`src/rtl/inst_fetch_stage_pkg.sv`:
```
// Shared CPU constants and the next-PC select encoding.
// The hazard-unit debug outputs also use this encoding.
package inst_fetch_stage_pkg;

  localparam logic [31:0] NOP_INST = 32'h0000_0000;
  localparam logic [31:0] RESET_PC = 32'h0000_0000;

  typedef enum logic [1:0] {
    PC_SEQ    = 2'd0,
    PC_BRANCH = 2'd1,
    PC_JUMP   = 2'd2,
    PC_HOLD   = 2'd3
  } pc_sel_e;

  function automatic logic [31:0] word_align(input logic [31:0] addr);
    return {addr[31:2], 2'b00};
  endfunction

endpackage

```
`src/rtl/if_id_reg.sv`:
```
// IF/ID pipeline register. Bubble beats hold, and hold beats load.
// A bubble keeps the PC fields and only clears the instruction and valid.
module if_id_reg
  import inst_fetch_stage_pkg::*;
#(
  parameter logic [31:0] NOP = NOP_INST
) (
  input  logic        clk,
  input  logic        reset,
  input  logic        hold,
  input  logic        bubble,
  input  logic [31:0] pc,
  input  logic [31:0] inst,
  output logic [31:0] id_pc,
  output logic [31:0] id_pc_plus4,
  output logic [31:0] id_inst,
  output logic        id_valid
);

  always_ff @(posedge clk or posedge reset) begin
    if (reset) begin
      id_pc       <= 32'h0000_0000;
      id_pc_plus4 <= 32'h0000_0004;
      id_inst     <= NOP;
      id_valid    <= 1'b0;
    end else if (bubble) begin
      id_inst  <= NOP;
      id_valid <= 1'b0;
    end else if (!hold) begin
      id_pc       <= pc;
      id_pc_plus4 <= pc + 32'd4;
      id_inst     <= inst;
      id_valid    <= 1'b1;
    end
  end

endmodule

```
`src/rtl/inst_fetch_stage.sv`:
```
// Instruction fetch: owns the PC, addresses instruction memory and fills IF/ID.
// Redirects override stalls because the redirecting instruction is older.
module inst_fetch_stage
  import inst_fetch_stage_pkg::*;
#(
  parameter logic [31:0] RESET_PC = inst_fetch_stage_pkg::RESET_PC,
  parameter logic [31:0] NOP_INST = inst_fetch_stage_pkg::NOP_INST
) (
  input  logic        clk,
  input  logic        reset,
  output logic [31:0] InstAddr,
  input  logic [31:0] Inst,
  input  logic        Stall,
  input  logic        Flush,
  input  logic        BranchTaken,
  input  logic [31:0] BranchTarget,
  input  logic        Jump,
  input  logic [31:0] JumpTarget,
  output logic [31:0] IF_ID_PC,
  output logic [31:0] IF_ID_PCPlus4,
  output logic [31:0] IF_ID_Inst,
  output logic        IF_ID_Valid,
  output logic        TargetMisalign,
  output logic [31:0] FetchCount
);

  logic [31:0] pc_q, pc_d;
  logic        misalign_q;
  logic [31:0] fetch_count_q;
  pc_sel_e     pc_sel;
  logic [31:0] redirect_target;
  logic        redirect;

  always_comb begin
    pc_sel = PC_SEQ;
    if (BranchTaken)  pc_sel = PC_BRANCH;
    else if (Jump)    pc_sel = PC_JUMP;
    else if (Stall)   pc_sel = PC_HOLD;
  end

  assign redirect        = (pc_sel == PC_BRANCH) || (pc_sel == PC_JUMP);
  assign redirect_target = (pc_sel == PC_BRANCH) ? BranchTarget : JumpTarget;

  always_comb begin
    pc_d = pc_q;
    unique case (pc_sel)
      PC_SEQ:              pc_d = pc_q + 32'd4;
      PC_BRANCH, PC_JUMP:  pc_d = word_align(redirect_target);
      PC_HOLD:             pc_d = pc_q;
      default:             pc_d = pc_q;
    endcase
  end

  always_ff @(posedge clk or posedge reset) begin
    if (reset) begin
      pc_q          <= RESET_PC;
      misalign_q    <= 1'b0;
      fetch_count_q <= 32'h0000_0000;
    end else begin
      pc_q <= pc_d;
      if (redirect && (redirect_target[1:0] != 2'b00)) misalign_q <= 1'b1;
      // Only a sequential, unflushed load puts a real instruction into IF/ID.
      if ((pc_sel == PC_SEQ) && !Flush) fetch_count_q <= fetch_count_q + 32'd1;
    end
  end

  if_id_reg #(
    .NOP (NOP_INST)
  ) u_if_id_reg (
    .clk         (clk),
    .reset       (reset),
    .hold        (Stall),
    .bubble      (redirect || Flush),
    .pc          (pc_q),
    .inst        (Inst),
    .id_pc       (IF_ID_PC),
    .id_pc_plus4 (IF_ID_PCPlus4),
    .id_inst     (IF_ID_Inst),
    .id_valid    (IF_ID_Valid)
  );

  assign InstAddr       = pc_q;
  assign TargetMisalign = misalign_q;
  assign FetchCount     = fetch_count_q;

endmodule
```
`config.mk`:
```
export PLATFORM = sky130hd
export DESIGN_NAME = inst_fetch_stage
export DESIGN_NICKNAME = d
export VERILOG_FILES = /design/src/rtl/inst_fetch_stage_pkg.sv /design/src/rtl/if_id_reg.sv /design/src/rtl/inst_fetch_stage.sv
export SDC_FILE = /design/constraint.sdc
export NUM_CORES = 1
export LEC_CHECK = 0
export CORE_MARGIN = 2
export CORE_UTILIZATION = 35
export CTS_CLUSTER_SIZE = 24
export DETAILED_ROUTE_END_ITERATION = 8
export PLACE_DENSITY = 0.69
export SLEW_MARGIN = 25
export SYNTH_ARGS = -nofsm -noshare
export SYNTH_HDL_FRONTEND = slang
export SYNTH_SLANG_ARGS = --single-unit
```
`constraint.sdc`:
```
create_clock -name clk -period 6.45 [get_ports clk]
set_input_delay 1.6125 -clock clk [delete_from_list [all_inputs] [get_ports clk]]
set_output_delay 1.6125 -clock clk [all_outputs]
set_load 0.02 [all_outputs]
```
### Word level (Yosys, flattened, before mapping)

Index checks and enable logic that the tools add are counted.

| word-level totals | value |
|---|---|
| register bits after elaboration | 162 |
| output and inout bits | 162 |

| cells by class | value |
|---|---|
| add/subtract/negate cells | 2 |
| equality and inequality tests | 4 |
| multiplexer cells | 9 |
| bitwise logic cells | 2 |
| reduce and logical (&&, ||, !) cells | 9 |

Operators with widths:

| kind | count |
|---|---|
| two-way mux 32 bit | 3 |
| one-hot mux 32 bit (2 select lines) | 1 |
| adder 32 x 1 -> 32 bit, second input constant | 1 |
| adder 32 x 3 -> 32 bit, second input constant | 1 |
| two-way mux 2 bit | 3 |
| equality test 2 bit, second input constant | 2 |
| equality test 2 x 1 -> 1 bit, second input constant | 1 |
| logical AND 1 bit | 2 |
| zero test 2 bit | 1 |
| logical OR 1 bit | 2 |
| two-way mux 1 bit | 2 |
| != test 2 x 1 -> 1 bit, second input constant | 1 |
| NOT 1 bit | 2 |
| AND reduction 2 bit | 1 |
| nonzero test 2 bit | 1 |
| OR reduction 2 bit | 1 |
| zero test 1 bit | 1 |

### Logic depth before layout (Yosys ltp)

Gate-level depths: netlist (run 1).

| depth | value |
|---|---|
| depth after elaboration | 8 |
| gate-level depth with buffers | 10 |
| depth with buffers taken out | 9 |

### Hierarchy

A second synthesis (run 1) with hierarchy kept.

| unflattened totals | value |
|---|---|
| cell total of the unflattened synthesis | 847 |
| area total of the unflattened synthesis | 8,139.1 µm² |

Modules (own cells, without submodules):

| module | times used | cells an instance | area each (µm²) | seq. area each (µm²) |
|---|---|---|---|---|
| if_id_reg | 1 | 431 | 4,259.1 | 2,378.5 |
| inst_fetch_stage | 1 | 416 | 3,880.0 | 1,576.5 |

### Least setup slack after synthesis (run 1)

Ideal clock, no wire load.

| path | value |
|---|---|
| path kind | input port to flip-flop |
| start point | input Stall |
| end point | register pc_q[20] (netlist: InstAddr[20]) |
| library setup time | 0.157 ns |
| data arrival time | 3.150 ns |
| path slack | 3.143 ns |
| stages | 8 |
| buffers on the path | 3 |
| cell sequence | nor2_1 > or2_2 > ha_1 > buf_4 > inv_1 > clkbuf_1 > clkbuf_1 > a221oi_1 |

| between the ends | value |
|---|---|
| longest elaborated chain between the ends | 6 |
| elaborated cells between the ends (all ways) | 10 |
| those cells by class | eq/ne (3); mux (5); reduce/logical (2) |

RTL lines:

| element | RTL line | source |
|---|---|---|
| start: declaration | inst_fetch_stage.sv:13 | `input logic Stall,` |
| two-way mux 2 bit * | inst_fetch_stage.sv:38 | `else if (Stall) pc_sel = PC_HOLD;` |
| two-way mux 2 bit * | inst_fetch_stage.sv:37 | `else if (Jump) pc_sel = PC_JUMP;` |
| two-way mux 2 bit * | inst_fetch_stage.sv:36 | `if (BranchTaken) pc_sel = PC_BRANCH;` |
| equality test 2 x 1 -> 1 bit / equality test 2 bit (equally long branches) | inst_fetch_stage.sv:42, inst_fetch_stage.sv:46 |  |
| two-way mux 32 bit / OR reduction 2 bit (equally long branches) | inst_fetch_stage.sv:42, inst_fetch_stage.sv:46 |  |
| one-hot mux 32 bit (2 select lines) | inst_fetch_stage.sv:46 | `unique case (pc_sel)` |
| end signal: assignment | inst_fetch_stage.sv:60 | `pc_q <= pc_d;` |
| end: declaration | inst_fetch_stage.sv:27 | `logic [31:0] pc_q, pc_d;` |

Mark *: on every way between the ends. The rest lies on a longest branch, timed or not.
A chain may end at the register's enable or synchronous reset.

### Worst setup path after layout (run 1)

| path | value |
|---|---|
| start point | input Stall |
| end point | register u_if_id_reg.id_pc_plus4[17] |

| between the ends | value |
|---|---|
| longest elaborated chain between the ends | 8 |
| elaborated cells between the ends (all ways) | 10 |
| those cells by class | eq/ne (2); mux (3); bitwise (2); reduce/logical (3) |

RTL lines:

| element | RTL line | source |
|---|---|---|
| two-way mux 2 bit | inst_fetch_stage.sv:38 |  |
| two-way mux 2 bit | inst_fetch_stage.sv:37 |  |
| two-way mux 2 bit | inst_fetch_stage.sv:36 |  |
| equality test 2 x 1 -> 1 bit / equality test 2 bit (equally long branches) | inst_fetch_stage.sv:41 | `assign redirect = (pc_sel == PC_BRANCH) \|\| (pc_sel == PC_JUMP);` |
| logical OR 1 bit | inst_fetch_stage.sv:41 |  |
| logical OR 1 bit | inst_fetch_stage.sv:73 | `.bubble (redirect \|\| Flush),` |
| NOT 1 bit (no line) | - |  |
| AND reduction 2 bit (no line) * | - |  |
| end signal: assignment | if_id_reg.sv:31 | `id_pc_plus4 <= pc + 32'd4;` |
| end: declaration | if_id_reg.sv:15 | `output logic [31:0] id_pc_plus4,` |

Marked as above.

==> impl_metrics.toml, run 1 <==
[sta]
worst_hold_slack_ns = 0.4632
tightest_slew_ns = 0.9318
max_freq_mhz = 243.6
slew_headroom_pct = 37.65
setup_slack_ns = 2.345
setup_tns_ns = 0
hold_violations = 0
min_period_ns = 4.105
rsz0062_at_grt = "no"
skew_ns = 0.009265
final-setup-viol-count = 0
finalCritPeriodShare_pct = 63.65
slew_viol_final = 0

[worst_setup_path]
worstSetupStartpointType = "input port"
worst-path-max-fanout = 92
crit_required_ns = 6.71
crit_chain = "clkdlybuf4s50_1 -> nor2_1 -> or2_2 -> ha_1 -> buf_4 -> or3_4 -> o21ai_0"
cpPeakStageDelay_ns = 0.77
slowest_stage = "or3_4"
worst-setup-path-type = "in -> reg"
cp-end-kind = "register"
crit_family = "simple AND/OR/NAND/NOR gates"
critPathBufInv = 2
crit_arrival_ns = 4.36

[worst_hold_path]
min_path_type = "reg -> reg"

[clock_tree]
htree_levels = 4
cts_tree = "done"
cts.clk_slew.worst_paths_ns = 0.07
cts_sinks = 156
cts_root_buf = "clkbuf_16"
cts_buffers = 17
cts.path.max_buffers = 2
ctsResizeCount = 0
clk_latency_ns = 0.42
post_cts_buffers = 0
ctsHoldBuffers = 0

[route]
drtPass1Iterations = 7
wire_per_inst_um = 17.25
drt_iter0_markers = 427
drc_errors = 0
vias = 6324
avgViaCountPerCell = 4.980
ant_nets = 0
wirelength_um = 21910

[power]
p_comb_share_pct = 32.3
irDropWorstVdd_mv = 0.1707
switching_power_uw = 1234
p_per_area_nw_per_um2 = 326.6
intPower_uw = 2316
pwr-share-clk_pct = 28.4
p_sw_share_pct = 34.75
seqPwrFrac_pct = 39.2
p_leak_uw = 0.004656

[placement]
place_area_sq_um = 10280
portBuffers = 257
place_inst = 1238
post-place-ws_ns = 1.914
gp_congestion = 0.7964
dpl.hpwl_um = 15680

[logic_synthesis]
syn_inst = 747
synth_top_cells_by_area = "dfrtp_1 52%, nand2_1 6.9%, mux2i_1 4.7%"
synth_top_family_by_area = "simple AND/OR/NAND/NOR gates"
ys_seq_area_share_pct = 52.12
synth.top_cell.area_share_pct = 51.77
synth_xor_area_share_pct = 6.897
syn_area_sq_um = 7492
synth-seq-cells = 156
synthAdderAreaFrac_pct = 0.8350
synth-compound-area-share_pct = 11.69
synth_top_area_cell = "dfrtp_1"
synth_cell_types = 52
synth_mux_area_share_pct = 5.277
ys_warn_count = 0
synth.avg_cell_area_sq_um = 10.03
yosys.area_share.simple_pct = 19.44

[global_route]
grt_use_total_pct = 19.65
grt-ovfl-total = 0
grt_pass1_wl_um = 34420
antenna_found_initial = 0
grt_max_degree = 93
grt_pass1_vias = 6199

[floorplan]
core_sq_um = 21020
io_pins = 264
initial_core_util_pct = 35.64
dieArea_sq_um = 22590
num_rows = 53
die_w_um = 150.3
fp.dieH_um = 150.3

[run]
drv_cap = 0

[layout]
final_common_cell = "clkdlybuf4s50_1"
syn_to_final_growth_pct = 45.09
fin_area_sq_um = 10870
stdcell_count = 1270
final_cell_mix = "257 x clkdlybuf4s50_1, 155 x dfrtp_1, 138 x nand2_1, 49 x o21ai_0, 37 x xnor2_1"
finish.net_count = 1089
n_antenna_cell = 0
drive_gt1_share_pct = 6.533

[status]
status = "finished clean"
-- state kept, by name, indices dropped and copies added, names as in the netlist --
| register | cells |
|---|---|
| u_if_id_reg.id_pc | 30 |
| u_if_id_reg.id_inst | 32 |
| u_if_id_reg.id_pc_plus4 | 30 |
| InstAddr | 30 |
| u_if_id_reg.id_valid | 1 |
| TargetMisalign | 1 |
| FetchCount | 32 |
-- power groups by stage --
stage	sequential, uW	clock, uW	combinational (uW)
floorplan	1580	0	383
global placement	1400	0	1140
detailed placement	1410	0	1160
CTS	1390	1030	1160
global route	1430	1070	1240
finish	1390	1010	1150
-- per-layer routing --
metal | vias to the layer above | routed length [um] | GRT usage [%]
li1 | 3065 | - | -
met1 | 3026 | 9860 | 27.20
met4 | 0 | 508 | 7.075
met3 | 33 | 1337 | 3.879
met2 | 200 | 10200 | 30.68
met5 | - | 0 | 0
-- cells in the mapped netlist, drive strengths merged --
library cell,n
or4,2
conb,1
mux2,4
and2b,1
dfstp,1
nand2b,11
mux2i,35
xnor2,37
ha,5
nand4,18
and4b,1
xor2,22
or3b,1
or2,2
a41oi,1
a211oi,4
a221oi,11
a21oi,17
a211o,1
buf,18
and2,2
nor2b,14
o22a,2
or3,1
inv,9
nor4,10
and3,4
dfrtp,155
nand3,31
nor2,36
a22o,32
a31oi,3
nor3,13
clkbuf,36
a311o,4
o21ai,54
and4,7
nor3b,2
a21o,1
nand2,138
-- per-stage QoR --
step	util, %	power (uW)
finish	51.71	3550
global route	51.71	3739
CTS	51.71	3589
detailed placement	48.90	2564
global placement	48.85	2543
floorplan	-	1959
-- logic make-up (layout without fill, tap and decap cells) --
family          count (synthesis)  in the layout
simple gates                  294            294
flops                         156            156
compound gates                130            130
buf+inv                        63            306
xor+xnor                       59             59
mux                            39             39
fa+ha+maj                       5              5
other cells                     1              6
-- worst paths after layout --
path | start | end | slack (ns) | cells past startpoint
setup / recovery | Stall | u_if_id_reg.id_pc_plus4[17] | 2.34 | 7
hold / removal | TargetMisalign | TargetMisalign | 0.46 | 1
setup reg to reg | InstAddr[2] | InstAddr[28] | 3.90 | 6
hold reg to reg | TargetMisalign | TargetMisalign | 0.46 | 1
max in group asynchronous | reset | InstAddr[19] | 3.65 | 3
min in group asynchronous | reset | FetchCount[25] | 1.71 | 2
-- area by class of cell --
| class | count | area [sq um] |
|---|---|---|
| inverter | 9 | 38.79 |
| clock inverter | 12 | 133.9 |
| timing repair buffer | 265 | 2633 |
| clock buffer | 20 | 456.7 |
| multi-input combinational | 533 | 3359 |
| fill | 1935 | 10150 |
| sequential | 156 | 3905 |
| tap | 275 | 344.1 |
No activity file was read; power rests on OpenSTA's default activity.
==> inputs of run 2 (changes only) <==
--- a/config.mk
+++ b/config.mk
@@ -9,7 +9,7 @@
 export CORE_UTILIZATION = 35
 export CTS_CLUSTER_SIZE = 24
 export DETAILED_ROUTE_END_ITERATION = 8
-export PLACE_DENSITY = 0.69
+export PLACE_DENSITY = 0.71
 export SLEW_MARGIN = 25
 export SYNTH_ARGS = -nofsm -noshare
 export SYNTH_HDL_FRONTEND = slang
==> constraint.sdc (replaced) <==
create_clock -name clk -period 3.3 [get_ports clk]
set_input_delay 0.825 -clock clk [delete_from_list [all_inputs] [get_ports clk]]
set_output_delay 0.825 -clock clk [all_outputs]
set_load 0.02 [all_outputs]
==> run 2 against run 1 <==
Compared with the run above: clock-buffer cell count fell by 1; clock skew fell by 0.0020 ns; utilization rose by 0.74 points; clock power rose by 94%; sequential share of layout area fell by 0.51 points; non-clock buffer count rose by 13; sequential power rose by 96%; via count rose by 1.6%; critical path depth did not move; flip-flop and latch count did not move; die area did not move; critical endpoint is now InstAddr[31].
==> impl_metrics.toml, run 2 (synthesis gave the netlist of run 1 again) <==
[status]
status = "finished clean"

[layout]
fin_area_sq_um = 11030
multiInputGateArea_sq_um = 3349
syn_to_final_growth_pct = 47.16
final_cell_mix = "257 x clkdlybuf4s50_1, 155 x dfrtp_1, 138 x nand2_1, 49 x o21ai_0, 37 x xnor2_1"
finish.net_count = 1102
fillers = 1902
regArea_sq_um = 3905
n_antenna_cell = 0
final_common_cell = "clkdlybuf4s50_1"
final_util_pct = 52.45
drive_gt1_share_pct = 7.738

[worst_setup_path]
worst-path-max-fanout = 10
crit_chain = "clkdlybuf4s50_1 -> nor2_1 -> or2_2 -> ha_1 -> inv_1 -> nor2_1 -> a221oi_1"
worst-setup-path-type = "in -> reg"
crit_required_ns = 3.55
cp-end-kind = "register"
reg2reg_depth = 6
worstSetupStartpointType = "input port"
slowest_stage = "nor2_1"
reg2reg_slack_ns = 0.76
cpPeakStageDelay_ns = 0.71
path_common_cell = "nor2_1"
crit_arrival_ns = 3.23

[placement]
place_area_sq_um = 10440
dpl.hpwl_um = 16040
portBuffers = 257
gp_congestion = 0.7991

[floorplan]
num_rows = 53
core_sq_um = 21020
io_pins = 264
die_w_um = 150.3
initial_core_util_pct = 35.64
dieArea_sq_um = 22590
fp.dieH_um = 150.3

[route]
wire_per_inst_um = 17.40
ant_nets = 0
avgViaCountPerCell = 5.010
vias = 6428
drc_errors = 0
drt_iter0_markers = 440
wirelength_um = 22320
drtPass1Iterations = 5

[power]
irDropWorstVdd_mv = 0.3393
power_uw = 6967
p_leak_uw = 0.004734
p_comb_share_pct = 32.7
p_per_area_nw_per_um2 = 631.9
p_sw_share_pct = 34.94
pwr-share-clk_pct = 28.2
switching_power_uw = 2435
seqPwrFrac_pct = 39.1
intPower_uw = 4533

[sta]
skew_ns = 0.007217
slew_viol_final = 0
final-setup-viol-count = 0
tightest_slew_ns = 0.8975
slew_headroom_pct = 39.95
hold_violations = 0
min_period_ns = 2.983
max_freq_mhz = 335.2
finalCritPeriodShare_pct = 90.39
rsz0062_at_grt = "no"

[clock_tree]
cts_buffers = 17
cts_root_buf = "clkbuf_16"
cts_tree = "done"
ctsResizeCount = 0
cts.clk_slew.worst_paths_ns = 0.06
post_cts_buffers = 0
cts.path.max_buffers = 2
ctsHoldBuffers = 0
clk_latency_ns = 0.42
htree_levels = 4
cts_sinks = 156

[global_route]
grt_max_degree = 93
grt_pass1_wl_um = 34820
grt_use_total_pct = 19.95
grt-ovfl-total = 0
antenna_found_initial = 0
grt_pass1_vias = 6240

[run]
drv_cap = 0

[worst_hold_path]
min_path_type = "reg -> reg"
hold_path_depth = 1
run 2: through the flow:
stage	setup TNS (ns)	instances	hold slack (ns)	setup WS, ns
floorplan	0	752	0.5133	0.5029
global placement	-0.03422	1251	0.4505	-0.007135
detailed placement	-0.4384	1251	0.4586	-0.05315
CTS	0	1283	0.4724	0.3641
global route	0	1283	0.4869	0.2571
finish	0	1283	0.4666	0.3170
run 2: power groups by stage:
stage,logic (uW),clock network (uW),registers [uW]
after floorplan,749,0,3080
after global placement,2280,0,2740
after detailed placement,2300,0,2750
after CTS,2310,2000,2720
after global routing,2460,2080,2790
final,2280,1960,2720
run 2: path summary, 6_finish.rpt:
kind,start,to
max reg2reg,InstAddr[2],InstAddr[28]
min,TargetMisalign,TargetMisalign
min reg2reg,TargetMisalign,TargetMisalign
max,Stall,InstAddr[31]
max in group asynchronous,reset,u_if_id_reg.id_pc_plus4[11]
min in group asynchronous,reset,u_if_id_reg.id_pc[26]
run 2: cell type report:
type / count / share of cell area, %
Clock inverter: 13 / 1.282
Sequential cell: 156 / 35.42
Inverter: 9 / 0.3404
Multi-Input combinational cell: 533 / 30.38
Timing Repair Buffer: 278 / 25.44
Tap cell: 275 / 3.121
Clock buffer: 19 / 4.017
run 2: routing by layer:
metal  global-route usage [%]  share of wire (%)  up-vias
met5                        0                  0        -
met4                    7.217                2.1        0
met3                    4.879                5.9       25
met2                    31.36                 48      200
met1                    26.81                 44     3114
li1                         -                  -     3089
run 2: worst max-delay path: cells and delay by family:
family                     cells  cell delay (ns)
and+or+nand+nor                3             1.07
adders and majority gates      1             0.47
AOI/OAI and AO/OA              1             0.22
buffers and inverters          2             0.64
==> inputs of run 3 (changes only) <==
--- a/config.mk
+++ b/config.mk
@@ -7,6 +7,7 @@
 export LEC_CHECK = 0
 export CORE_MARGIN = 2
 export CORE_UTILIZATION = 35
+export CTS_CLUSTER_DIAMETER = 50
 export CTS_CLUSTER_SIZE = 24
 export DETAILED_ROUTE_END_ITERATION = 8
 export PLACE_DENSITY = 0.71
==> results of run 3 <==
No change in the layout: final DEF, timing and power equal those of run 2.
